==> src/rtl/wb_arb_pkg.sv <==
// Shared definitions for the GPR write-port arbiter: FSM state encoding and
// the default MDU starvation limit.
package wb_arb_pkg;

  typedef enum logic [0:0] {
    S_PIPE  = 1'b0,
    S_FORCE = 1'b1
  } arb_state_e;

  localparam int STARVE_MAX_DEFAULT = 4;

endpackage

==> src/rtl/wb_arb.sv <==
// Arbitrates the single GPR write port between the pipeline W stage and the
// multi-cycle MDU, giving the pipeline priority until the MDU starves.
module wb_arb
  import wb_arb_pkg::*;
#(
  parameter int WIDTH      = 64,
  parameter int GPR_SIZE   = 5,
  parameter int STARVE_MAX = STARVE_MAX_DEFAULT
) (
  input  logic                clk,
  input  logic                rst,
  input  logic                wb_valid,
  input  logic [GPR_SIZE-1:0] wb_rd,
  input  logic [WIDTH-1:0]    wb_data,
  output logic                wb_allow_in,
  input  logic                mdu_valid,
  input  logic [GPR_SIZE-1:0] mdu_rd,
  input  logic [WIDTH-1:0]    mdu_data,
  output logic                mdu_ready,
  output logic                gpr_we,
  output logic [GPR_SIZE-1:0] gpr_waddr,
  output logic [WIDTH-1:0]    gpr_wdata,
  output logic                starve_flag
);

  localparam int               CNT_W      = $clog2(STARVE_MAX) + 1;
  localparam logic [CNT_W-1:0] STARVE_LIM = CNT_W'(STARVE_MAX);
  localparam logic [CNT_W-1:0] CNT_ONE    = CNT_W'(1);

  arb_state_e          state_r;
  arb_state_e          state_nxt_s;
  logic [CNT_W-1:0]    starve_cnt_r;
  logic [CNT_W-1:0]    starve_cnt_nxt_s;
  logic                wb_xfer_s;
  logic                mdu_xfer_s;

  // Handshake grants from the current state and the requester valids.
  always_comb begin
    wb_allow_in = 1'b1;
    mdu_ready   = 1'b0;
    case (state_r)
      S_PIPE: begin
        wb_allow_in = 1'b1;
        mdu_ready   = !wb_valid;
      end
      S_FORCE: begin
        wb_allow_in = !mdu_valid;
        mdu_ready   = 1'b1;
      end
      default: begin
        wb_allow_in = 1'b1;
        mdu_ready   = !wb_valid;
      end
    endcase
  end

  assign wb_xfer_s  = wb_valid && wb_allow_in;
  assign mdu_xfer_s = mdu_valid && mdu_ready;

  // Starvation count: grows on each denied MDU cycle, saturating at the limit.
  always_comb begin
    starve_cnt_nxt_s = starve_cnt_r;
    if (!mdu_valid || mdu_xfer_s) begin
      starve_cnt_nxt_s = {CNT_W{1'b0}};
    end else if (starve_cnt_r >= STARVE_LIM) begin
      starve_cnt_nxt_s = STARVE_LIM;
    end else begin
      starve_cnt_nxt_s = starve_cnt_r + CNT_ONE;
    end
  end

  // Next-state logic for the priority FSM.
  always_comb begin
    state_nxt_s = state_r;
    case (state_r)
      S_PIPE: begin
        if (starve_cnt_nxt_s == STARVE_LIM) begin
          state_nxt_s = S_FORCE;
        end else begin
          state_nxt_s = S_PIPE;
        end
      end
      S_FORCE: begin
        // An MDU that drops valid while forced is tolerated: return without a write.
        if (mdu_xfer_s || !mdu_valid) begin
          state_nxt_s = S_PIPE;
        end else begin
          state_nxt_s = S_FORCE;
        end
      end
      default: begin
        state_nxt_s = S_PIPE;
      end
    endcase
  end

  // State, starvation counter and debug flag registers.
  always_ff @(posedge clk or negedge rst) begin
    if (!rst) begin
      state_r      <= S_PIPE;
      starve_cnt_r <= {CNT_W{1'b0}};
      starve_flag  <= 1'b0;
    end else begin
      state_r      <= state_nxt_s;
      starve_cnt_r <= starve_cnt_nxt_s;
      starve_flag  <= (state_nxt_s == S_FORCE);
    end
  end

  // Registered GPR write port; rd 0 completes the handshake but never writes.
  always_ff @(posedge clk or negedge rst) begin
    if (!rst) begin
      gpr_we    <= 1'b0;
      gpr_waddr <= {GPR_SIZE{1'b0}};
      gpr_wdata <= {WIDTH{1'b0}};
    end else if (mdu_xfer_s) begin
      gpr_we    <= (mdu_rd != {GPR_SIZE{1'b0}});
      gpr_waddr <= mdu_rd;
      gpr_wdata <= mdu_data;
    end else if (wb_xfer_s) begin
      gpr_we    <= (wb_rd != {GPR_SIZE{1'b0}});
      gpr_waddr <= wb_rd;
      gpr_wdata <= wb_data;
    end else begin
      gpr_we    <= 1'b0;
    end
  end

endmodule

==> config.mk <==
export PLATFORM = sky130hd
export DESIGN_NAME = wb_arb
export DESIGN_NICKNAME = d
export VERILOG_FILES = /design/src/rtl/wb_arb_pkg.sv /design/src/rtl/wb_arb.sv
export SDC_FILE = /design/constraint.sdc
export NUM_CORES = 1
export LEC_CHECK = 0
export ABC_AREA = 0
export BUFFER_PORTS_ARGS = -buffer_cell sky130_fd_sc_hd__buf_2
export CAP_MARGIN = 20
export CELL_PAD_IN_SITES_DETAIL_PLACEMENT = 0
export CELL_PAD_IN_SITES_GLOBAL_PLACEMENT = 1
export CORE_MARGIN = 2
export CORE_UTILIZATION = 33
export CTS_CLUSTER_DIAMETER = 40
export CTS_CLUSTER_SIZE = 40
export DETAILED_ROUTE_END_ITERATION = 8
export GPL_TIMING_DRIVEN = 0
export PLACE_DENSITY_LB_ADDON = 0.1
export SKIP_LAST_GASP = 1
export SYNTH_ARGS = -nofsm -noshare
export SYNTH_HDL_FRONTEND = slang
export SYNTH_SLANG_ARGS = --single-unit
==> constraint.sdc <==
create_clock -name clk -period 1.5 [get_ports clk]
set_clock_uncertainty 0.05 [all_clocks]
set_input_delay 0.225 -clock clk [delete_from_list [all_inputs] [get_ports clk]]
set_output_delay 0.225 -clock clk [all_outputs]
set_load 0.005 [all_outputs]
# Word level (Yosys, flattened, before mapping)
# Index checks and enable logic that the tools add are counted.
[op_classes]
mux = 13
bitwise_logic = 1
addsub = 1
n_lt_le_gt_ge = 1
n_eq_ne = 1
n_reduce_logical = 8
[ops]
columns = ["operator", "n"]
rows = [
  ["2-to-1 mux 64 bit", 2],
  ["2-to-1 mux 5 bit", 2],
  ["nonzero test 5 bit", 2],
  ["2-to-1 mux 3 bit", 2],
  ["case mux 1 bit (2 select lines)", 3],
  ["2-to-1 mux 1 bit", 4],
  ["adder 3 x 1 -> 3 bit, second input constant", 1],
  ["equality test 3 bit, second input constant", 1],
  ["greater-or-equal comparator 3 bit, second input constant", 1],
  ["logical AND 1 bit", 2],
  ["zero test 1 bit", 2],
  ["nonzero test 2 bit", 1],
  ["logical OR 1 bit", 1],
  ["NOT 1 bit", 1],
]
[totals]
output_inout_bits = 73
register_bits = 74
inputBits = 142
elab_cells = 30

# Logic depth before layout (Yosys ltp)
# Gate-level depths: netlist of the first run.
[depth]
depth_word = 8
mapped_depth = 6

# Worst setup path before layout of the first run
# No wires, ideal clock.
[synth_timing]
path_type = "reg-to-reg"
start = "reg state_r"
end = "reg gpr_wdata[0]"
path_buffers = 2
arrival_ns = 1.041
synth_period_minus_slack_ns = 1.232
slack_ns = 0.268
stages_incl_launch_ff = 4
required_time_ns = 1.309
path_cell_list = "dfrtp_1 -> clkbuf_1 -> clkbuf_1 -> a31oi_1"
[synth_via]
elab_chain_cells = 4
word_cells_on_any_way = 7
cone_classes = "3 x mux; 1 x bitwise; 3 x reduce/logical"
[synth_lines]
columns = ["item", "line", "rtl"]
rows = [
  ["start, declared", "wb_arb.sv:30", "arb_state_e state_r;"],
  ["start signal, assigned", "wb_arb.sv:104", "state_r <= state_nxt_s;"],
  ["NOT 1 bit", "n/a", ""],
  ["case mux 1 bit (2 select lines)", "wb_arb.sv:41", "case (state_r)"],
  ["logical AND 1 bit (on tied branches)", "wb_arb.sv:58, wb_arb.sv:57", ""],
  ["2-to-1 mux 64 bit or nonzero test 2 bit (tied branches)", "n/a", ""],
  ["end signal, assigned", "wb_arb.sv:115", "gpr_wdata <= {WIDTH{1'b0}};"],
  ["end signal, assigned", "wb_arb.sv:119", "gpr_wdata <= mdu_data;"],
  ["end signal, assigned", "wb_arb.sv:123", "gpr_wdata <= wb_data;"],
  ["end, declared", "wb_arb.sv:22", "output logic [WIDTH-1:0] gpr_wdata,"],
]
# Several ways; a longest one is shown, not always the timed one.
# A chain may end at the register's enable or synchronous reset.

# Worst setup path after layout of the first run
[layout_timing]
start = "reg state_r"
end = "out wb_allow_in"
[layout_via]
elab_chain_cells = 2
[layout_lines]
columns = ["item", "line", "rtl"]
rows = [
  ["NOT 1 bit", "n/a", ""],
  ["case mux 1 bit (2 select lines) (*)", "wb_arb.sv:41", ""],
  ["end, declared", "wb_arb.sv:15", "output logic wb_allow_in,"],
]
# Every way passes the cells marked *; elsewhere a longest branch is shown, timed or not.

==> reports/results.tsv, run 1 <==
stage	metric	value	unit
outcome	outcome	finished clean	
finish	drive_gt1_frac	0.4069	
global_routing	grt_pass1_wl	21510	microns
critical_path	r2r_end	gpr_wdata[27]	
routing	avgRoutedWirePerCell	16.68	microns
critical_path	endpoint_kind	output pin	
finish	fillers	1229	
finish	area_delta_synth_final	39.20	%
routing	drt_wl_total	13460	microns
placement	portBuffers	213	
timing	tightest_slew	599.0	ps
critical_path	worstReg2RegStart	state_r	
critical_path	critPathLaunchType	flop	
clocking	insertion_delay	320	ps
clocking	h-tree-depth	3	
die	die_x	115.5	microns
timing	finalSetupViolCount	0	
worst_hold_path	min_to	gpr_waddr[4]	
placement	post-place-cells	790	
clocking	cts_tree	built	
timing	hold_ws	100.4	ps
die	coreArea	0.01206	sq mm
synth	synth_seq_area_share	0.4511	
synth	ys_ff_latch	74	
finish	diodes	0	
synth	postSynthCellCount	408	
critical_path	rr_worst_depth	3	
finish	final_net_count	778	
die	initial_core_util	0.3404	
timing	hold_viol	0	
critical_path	cp_data_required_time	1220	ps
clocking	cts_sinks	74	
synth	yosys_warnings	0	
critical_path	setup.worst_path.class	flop to output pin	
power	p_leak	2.823	nW
placement	place_hpwl	9967	microns
global_routing	grt_antenna_before_repair	1	
routing	num_vias	4029	
clocking	numCtsBuffers	9	
routing	drtIter0Drc	189	
routing	routed-wl-met2	6476	microns
clocking	root_buffer	clkbuf_16	
synth	synth_fp_nets	552	
critical_path	crit_path_max_fanout	6	
synth	netlist_area	0.004105	sq mm
job	cap_violations	0	
finish	seq_area	0.001852	sq mm
timing	slew_headroom	0.6007	
timing	slew_violations	0	
global_routing	grtUsageTotal	0.2052	
worst_hold_path	min-delay-start	wb_rd[4]	
critical_path	r2r_slack	160	ps
clocking	cts_max_path_buffers	2	
finish	multiInputGateArea	0.001758	sq mm
timing	rsz0062_at_grt	false	
timing	min_period	1375	ps
routing	wl_met3	981	microns
routing	viasPerCell	4.993	
clocking	clkTransAtPathRegs	50	ps
power	vdd_drop_max	0.4402	mV
routing	m1WireLength	5820	microns
routing	dr.pass1.iters	4	
placement	gp_congestion	0.7521	
worst_hold_path	hp-class	input pin to flop	
timing	setup_tns	0	ps
power	power_density	949.7	mW/mm^2
routing	ant_nets	0	
timing	post-route-period-util	0.9166	
synth	syn-mean-instance-area	10.06	sq um
global_routing	grt_max_degree	43	
die	dieArea	0.01335	sq mm
die	io_pins	215	
synth	synthDistinctLibCells	21	
die	rows	40	
worst_hold_path	hold_depth	3	
timing	fmax	727.3	MHz
routing	drc_errors	0	
die	die_h	115.5	microns
global_routing	grt_pass1_vias	4211	
global_routing	grt-ovfl-total	0	
finish	fin_cells	807	
routing	top_layer	met5	
critical_path	worstPathArrival	1100	ps
-- report_power, final --
part           switching (mW)  leakage, nW  total, mW  internal [mW]
Sequential             0.0868        0.842       2.27           2.18
Clock                   0.801        0.143       2.05           1.25
Combinational           0.538         1.84       1.11          0.570
Total                    1.43         2.82       5.43           4.00
-- layout make-up --
class | instances | share of cell area
Buffer | 38 | 0.04423
Clock buffer | 14 | 0.04795
Clock inverter | 2 | 0.001752
Inverter | 67 | 0.04401
Multi-Input combinational cell | 229 | 0.3076
Sequential cell | 74 | 0.3241
Tap cell | 168 | 0.03679
Timing Repair Buffer | 215 | 0.1936
-- routing by layer --
layer  up-vias  track usage
met3        16      0.05335
li1       1937            -
met2       142       0.3446
met1      1932       0.2604
met5         -            0
met4         2      0.06104
-- Yosys cell counts --
cell,count,area [sq um]
mux2_2,3,33.78
nor2_1,14,52.55
ha_1,2,25.02
dfrtp_1,74,1852
nand2_1,1,3.750
nand2b_1,1,6.260
nor3_1,2,10.01
mux2_1,66,743.2
nand3b_1,1,7.510
buf_2,6,30.03
buf_4,7,52.55
o211ai_1,1,7.510
buf_6,9,101.4
or4_1,2,15.01
inv_1,67,251.5
clkbuf_1,9,33.78
o21ai_1,1,5.000
a31oi_1,65,406.6
buf_1,7,26.28
o22ai_1,69,431.7
a21bo_1,1,10.01
-- cells in the final DEF (no fill, tap or decap), drive strengths merged, types with 14 or more instances in the layout --
cell type and instances:
o22ai 69, mux2 69, dfrtp 74, buf 243, clkbuf 23, nor2 14
inv 67, a31oi 65
-- worst max-delay path, stage by stage (launching register included) --
cell     delay, ps
dfrtp_1        430
nand2_1        200
buf_2          150
-- registers in the layout, indices dropped and copies added (netlist names) --
signal        cells
gpr_wdata        64
gpr_waddr         5
starve_cnt_r      3
gpr_we            1
state_r           1
-- how the worst max path moves through the flow --
stage	to	slack, ps	startpoint
after floorplan	gpr_wdata[0]	270	state_r
after global placement	gpr_wdata[33]	-500	rst
after detailed placement	gpr_wdata[27]	-240	state_r
after CTS	wb_allow_in	110	state_r
after global routing	gpr_wdata[59]	30	state_r
final	wb_allow_in	130	state_r
-- kinds of logic after synthesis --
group / share of synthesized area
compound gates: 0.2097
fa+ha+maj: 0.006095
buf+inv: 0.1207
flops: 0.4511
mux: 0.1893
simple gates: 0.02316
-- per-stage QoR --
step,cell area [sq um],setup WS [ps],utilization,total power [mW]
floorplan,4105,268.2,-,2.842
global placement,5381,-500.7,0.4462,3.384
detailed placement,5411,-236.0,0.4487,3.422
CTS,5714,105.5,0.4738,5.510
global route,5714,30.37,0.4738,5.763
finish,5714,125.0,0.4738,5.427
-- what timing repair did --
item / 4_1_cts / 5_1_grt
hold buffers: 1 / 0
buffers inserted: 0 / 0
setup endpoints to repair: 60 / 0
resized for setup: 7 / 0
hold endpoints to repair: 32 / 0
Note: power is estimated with default switching activity, not from simulation.
==> run 2: changes to the inputs <==
- RECOVER_POWER: not set -> 25
==> run 2 against run 1 <==
Net effect: non-clock buffer count is the same; clock-buffer cell count stayed put; final cell count unchanged; die area unchanged; worst hold slack hardly changed; setup slack about the same; clock power about the same; critical path depth stayed put; flip-flop and latch count did not move; critical path type unchanged; final area down 0.46%.
==> reports/results.tsv, run 2 (synthesized netlist as in run 1, its figures left out) <==
stage	metric	value	unit	change
worst_hold_path	hp-class	input pin to flop		
outcome	outcome	finished clean		
timing	slew_headroom	0.6006		about the same
power	combPwrFrac	0.203		about the same
routing	avgRoutedWirePerCell	16.68	microns	about the same
clocking	h-tree-depth	3		unchanged
placement	gp_congestion	0.7521		unchanged
finish	final_common_cell	buf_2		
global_routing	grtUsageTotal	0.2052		unchanged
timing	post-route-period-util	0.9166		about the same
finish	final_cell_mix	buf_2, dfrtp_1, o22ai_1		
critical_path	r2r_slack	160	ps	about the same
finish	seq_area	0.001852	sq mm	unchanged
power	pwr-share-clk	0.379		about the same
power	seqPwrFrac	0.418		about the same
power	power_density	952.3	mW/mm^2	+0.27%
critical_path	setup.worst_path.class	flop to output pin		
finish	multiInputGateArea	0.001758	sq mm	unchanged
power	vdd_drop_max	0.4402	mV	about the same
clocking	root_buffer	clkbuf_16		
global_routing	grt_antenna_before_repair	1		unchanged
die	dieArea	0.01335	sq mm	unchanged
routing	ant_nets	0		unchanged
critical_path	crit_path_cell_trace	nand2_1, buf_2		
routing	dr.pass1.iters	4		unchanged
power	p_int	3.991	mW	-0.25%
die	rows	40		unchanged
power	p_sw	1.426	mW	about the same
critical_path	critPathSlowestCell	dfrtp_1		
power	finalPower	5.417	mW	-0.19%
die	die_h	115.5	microns	unchanged
critical_path	crit_path_max_fanout	6		unchanged
timing	min_period	1375	ps	-0.01600 ps
finish	top_register	gpr_wdata		
finish	final_net_count	778		unchanged
routing	num_vias	4025		-0.099%
clocking	cts_sinks	74		unchanged
critical_path	rr_worst_depth	3		unchanged
power	p_leak	2.797	nW	-0.94%
critical_path	critPathLaunchType	flop		
job	cap_violations	0		unchanged
die	die_x	115.5	microns	unchanged
worst_hold_path	min-delay-start	wb_rd[4]		
global_routing	grt_pass1_vias	4211		unchanged
timing	tightest_slew	599.0	ps	+0.06849 ps
worst_hold_path	min_to	gpr_waddr[4]		
global_routing	grt_pass1_wl	21510	microns	unchanged
finish	diodes	0		unchanged
timing	rsz0062_at_grt	false		
critical_path	worstPathArrival	1100	ps	about the same
finish	drive_gt1_frac	0.3944		-0.01252
timing	finalSetupViolCount	0		unchanged
clocking	cts_max_path_buffers	2		unchanged
timing	hold_viol	0		unchanged
worst_hold_path	hold_depth	3		unchanged
routing	drc_errors	0		unchanged
routing	viasPerCell	4.988		about the same
routing	drtIter0Drc	189		unchanged
placement	place_hpwl	9967	microns	unchanged
die	io_pins	215		unchanged
critical_path	critPathMaxStageDelay	430	ps	about the same
critical_path	cp_data_required_time	1220	ps	about the same
critical_path	critPathLaunch	state_r		
timing	fmax	727.3	MHz	about the same
clocking	clkTransAtPathRegs	50	ps	about the same
critical_path	endpoint_kind	output pin		
finish	largest_reg_flops	64		unchanged
finish	largest_registers	gpr_wdata (64), gpr_waddr (5), starve_cnt_r (3)		
critical_path	worstReg2RegStart	state_r		
clocking	cts_tree	built		
clocking	numCtsBuffers	9		unchanged
die	coreArea	0.01206	sq mm	unchanged
global_routing	grt_max_degree	43		unchanged
power	switching_share	0.2633		+0.0004537
die	initial_core_util	0.3404		unchanged
placement	portBuffers	213		unchanged
timing	hold_ws	100.4	ps	+0.01300 ps
critical_path	worstPathBufferInverterCount	1		unchanged
finish	area_delta_synth_final	38.56	%	
timing	slew_violations	0		unchanged
critical_path	r2r_end	gpr_wdata[27]		
critical_path	critPathTopFamily	flip-flops		
clocking	insertion_delay	320	ps	about the same
global_routing	grt-ovfl-total	0		unchanged
finish	fillers	1238		+0.73%
routing	drt_wl_total	13460	microns	about the same
## run 2: cell types whose count changed in the layout (fill, tap and decap cells not counted), sizes merged
cell    change
buf         -8
clkbuf      +8
## run 2: worst max-delay path by stage
stage / end / cells after the start
6_report: wb_allow_in / 2
5_1_grt: gpr_wdata[59] / 3
4_1_cts: wb_allow_in / 2
3_5_place_dp: gpr_wdata[27] / 3
3_3_place_gp: gpr_wdata[33] / 1
2_1_floorplan: gpr_wdata[0] / 3
## run 2: timing repair
item | in CTS | in global routing
setup endpoints to repair | 60 | 0
gates resized for setup | 7 | 0
hold buffers | 1 | 0
endpoints found under the hold margin | 32 | 0
buffers inserted | 0 | 0
## run 2: power by group through the flow
stage	sequential [mW]	combinational, mW	clock (mW)
after CTS	2.27	1.13	2.12
final	2.27	1.10	2.05
after detailed placement	2.30	1.12	0
after global placement	2.29	1.09	0
after global routing	2.29	1.24	2.23
after floorplan	2.31	0.531	0
## run 2: tightest hold or removal path, stage by stage
cell    delay [ps]
buf_2           80
nor2_1          40
nor2_1          90
## run 2: layout make-up
| type | count | area share |
|---|---|---|
| Multi-Input combinational cell | 229 | 0.3091 |
| Sequential cell | 74 | 0.3256 |
| Inverter | 67 | 0.04421 |
| Timing Repair Buffer | 215 | 0.1898 |
| Tap cell | 168 | 0.03696 |
| Buffer | 38 | 0.04443 |
| Clock inverter | 2 | 0.001760 |
| Clock buffer | 14 | 0.04817 |
## run 2: routing by layer
metal	GRT usage	routed length, microns	vias to the layer above
met3	0.05335	979	16
met4	0.06104	170	2
met1	0.2604	5823	1928
met2	0.3446	6475	142
met5	0	13	-
li1	-	-	1937
## run 2: through the flow
stage               cell area [sq um]  TNS, ps  worst slack [ps]  utilization  instances
finish                           5688        0             125.1       0.4716        807
global route                     5688        0             30.37       0.4716        807
floorplan                        4105        0             268.2            -        408
detailed placement               5411   -11840            -236.0       0.4487        790
global placement                 5381   -47220            -500.7       0.4462        789
CTS                              5714        0             105.5       0.4738        807
==> run 3: changes to the inputs <==
- CORE_UTILIZATION: 33 -> 36
- clock period: 1.5 -> 1.7 ns (I/O delays scaled with it)
==> run 3 against run 2 <==
Net effect: final area fell by 0.84%; global-route usage grew 1.7 points; final cell count decreased by 3.2%; worst hold slack improved by 24 ps; core utilization up 4.2 points; non-clock buffer count did not move; setup slack improved by 64 ps; critical endpoint is now gpr_wdata[60]; highest routed layer is now met4.
==> reports/results.tsv, run 3 (synthesized netlist as in run 1, its figures left out) <==
stage	metric	value	unit	change
placement	placed_cell_area	0.005369	sq mm	-0.79%
power	finalPower	4.717	mW	-13%
timing	hold_viol	0		unchanged
routing	num_vias	4079		+1.3%
finish	seq_area	0.001852	sq mm	unchanged
routing	routed-wl-met2	6329	microns	-2.3%
routing	dr.pass1.iters	4		unchanged
global_routing	grtUsageTotal	0.2226		+0.01748
clocking	root_buffer	clkbuf_16		
finish	drive_gt1_frac	0.3865		-0.007825
finish	largest_reg_flops	64		unchanged
timing	setup_tns	0	ps	unchanged
finish	fin_cells	781		-3.2%
routing	drtIter0Drc	233		+23%
clocking	postCtsSetupBuffers	0		unchanged
critical_path	critPathTopFamily	buffers and inverters		
timing	finalSetupViolCount	0		unchanged
finish	area_delta_synth_final	37.40	%	
clocking	cts_max_path_buffers	2		unchanged
finish	final_util	0.5136		+0.04198
worst_hold_path	min-delay-start	wb_rd[4]		
critical_path	worstPathBufferInverterCount	2		+1
critical_path	crit_path_cell_trace	clkbuf_2, clkbuf_1, a31oi_1		
critical_path	setup.worst_path.class	flop to flop		
critical_path	critPathMaxStageDelay	430	ps	about the same
routing	top_layer	met4		
routing	ant_nets	0		unchanged
clocking	clkTransAtPathRegs	60	ps	about the same
critical_path	critPathLaunch	state_r		
power	p_leak	2.774	nW	-0.80%
timing	slew_violations	0		unchanged
timing	slew_headroom	0.3031		-0.2976
clocking	cts_tree	built		
global_routing	grt-ovfl-total	0		unchanged
finish	fillers	1097		-11%
die	coreArea	0.01098	sq mm	-8.9%
placement	gp_congestion	0.8228		+9.4%
timing	fin_ws	188.8	ps	+63.72 ps
critical_path	endpoint_kind	flop		
placement	place_ws	-41.64	ps	+194.4 ps
clocking	insertion_delay	330	ps	about the same
die	rows	38		-5.0%
global_routing	grt_antenna_before_repair	2		+1
clocking	h-tree-depth	3		unchanged
global_routing	grt_pass1_vias	4385		+4.1%
finish	final_net_count	778		unchanged
outcome	outcome	finished clean		
placement	place_hpwl	9786	microns	-1.8%
routing	drt_wl_total	13400	microns	-0.51%
critical_path	critPathSlowestCell	dfrtp_1		
critical_path	worstPathArrival	1640	ps	+540 ps
finish	final_cell_mix	buf_2, dfrtp_1, o22ai_1		
die	die_h	110.8	microns	-4.1%
routing	drc_errors	0		unchanged
routing	avgRoutedWirePerCell	17.15	microns	+2.8%
global_routing	grt_pass1_wl	22350	microns	+3.9%
finish	top_register	gpr_wdata		
critical_path	critPathLaunchType	flop		
power	vdd_drop_max	0.4650	mV	+5.6%
worst_hold_path	hp-class	input pin to flop		
power	power_density	836.3	mW/mm^2	-12%
finish	multiInputGateArea	0.001758	sq mm	unchanged
critical_path	cp_data_required_time	1830	ps	+610 ps
routing	m1WireLength	5845	microns	+0.38%
finish	final_common_cell	buf_2		
routing	wl_met3	893	microns	-8.8%
finish	largest_registers	gpr_wdata (64), gpr_waddr (5), starve_cnt_r (3)		
placement	portBuffers	213		unchanged
job	cap_violations	0		unchanged
die	io_pins	215		unchanged
die	initial_core_util	0.3738		+0.03342
global_routing	grt_max_degree	39		-9.3%
timing	rsz0062_at_grt	false		
clocking	numCtsBuffers	9		unchanged
critical_path	crit_path_max_fanout	10		+4
timing	hold_ws	124.4	ps	+23.99 ps
die	dieArea	0.01227	sq mm	-8.1%
timing	tightest_slew	1045	ps	+446.4 ps
finish	final_area	0.005640	sq mm	-0.84%
timing	post-route-period-util	0.8890		
timing	min_period	1511	ps	
routing	viasPerCell	5.223		+4.7%
die	die_x	110.8	microns	-4.1%
clocking	cts_sinks	74		unchanged
placement	post-place-cells	762		-3.5%
timing	fmax	661.7	MHz	
critical_path	worstReg2RegStart	state_r		
run 3: where the power goes:
| part | total, mW | switching, mW | leakage (nW) | internal (mW) |
|---|---|---|---|---|
| Sequential | 2.00 | 0.0793 | 0.842 | 1.92 |
| Clock | 1.74 | 0.717 | 0.133 | 1.02 |
| Combinational | 0.976 | 0.479 | 1.80 | 0.497 |
run 3: cell type report:
| class | count | share of cell area |
|---|---|---|
| multi-input combinational | 229 | 0.3117 |
| clock buffer | 13 | 0.04437 |
| buffer | 38 | 0.04348 |
| tap | 140 | 0.03106 |
| sequential | 74 | 0.3283 |
| clock inverter | 3 | 0.002662 |
| timing repair buffer | 215 | 0.1930 |
| inverter | 67 | 0.04459 |
| antenna | 2 | 0.0008873 |
run 3: worst register-to-register path: stages (launching register included):
cell,delay [ps]
dfrtp_1,430
clkbuf_2,310
clkbuf_1,400
a31oi_1,170
run 3: repair_timing:
| item | CTS | global route |
|---|---|---|
| hold buffers | 1 | 0 |
| endpoints found under the setup margin | 60 | 0 |
| hold endpoints to repair | 37 | 0 |
| gates resized for setup | 1 | 0 |
run 3: final timing paths:
| path | end | slack (ps) | depth (start not counted) |
|---|---|---|---|
| setup / recovery | gpr_wdata[60] | 190 | 3 |
| hold / removal | gpr_waddr[4] | 120 | 3 |
| setup reg to reg | gpr_wdata[60] | 190 | 3 |
| hold reg to reg | starve_cnt_r[1] | 440 | 1 |
| max in group asynchronous | gpr_waddr[1] | 260 | 3 |
| min in group asynchronous | gpr_wdata[0] | 590 | 2 |
run 3: per-layer routing:
layer  up-vias  GRT usage
li1       1949          -
met2       160     0.3706
met1      1943     0.2800
met3        27    0.05741
met5         -          0
met4         0    0.07917
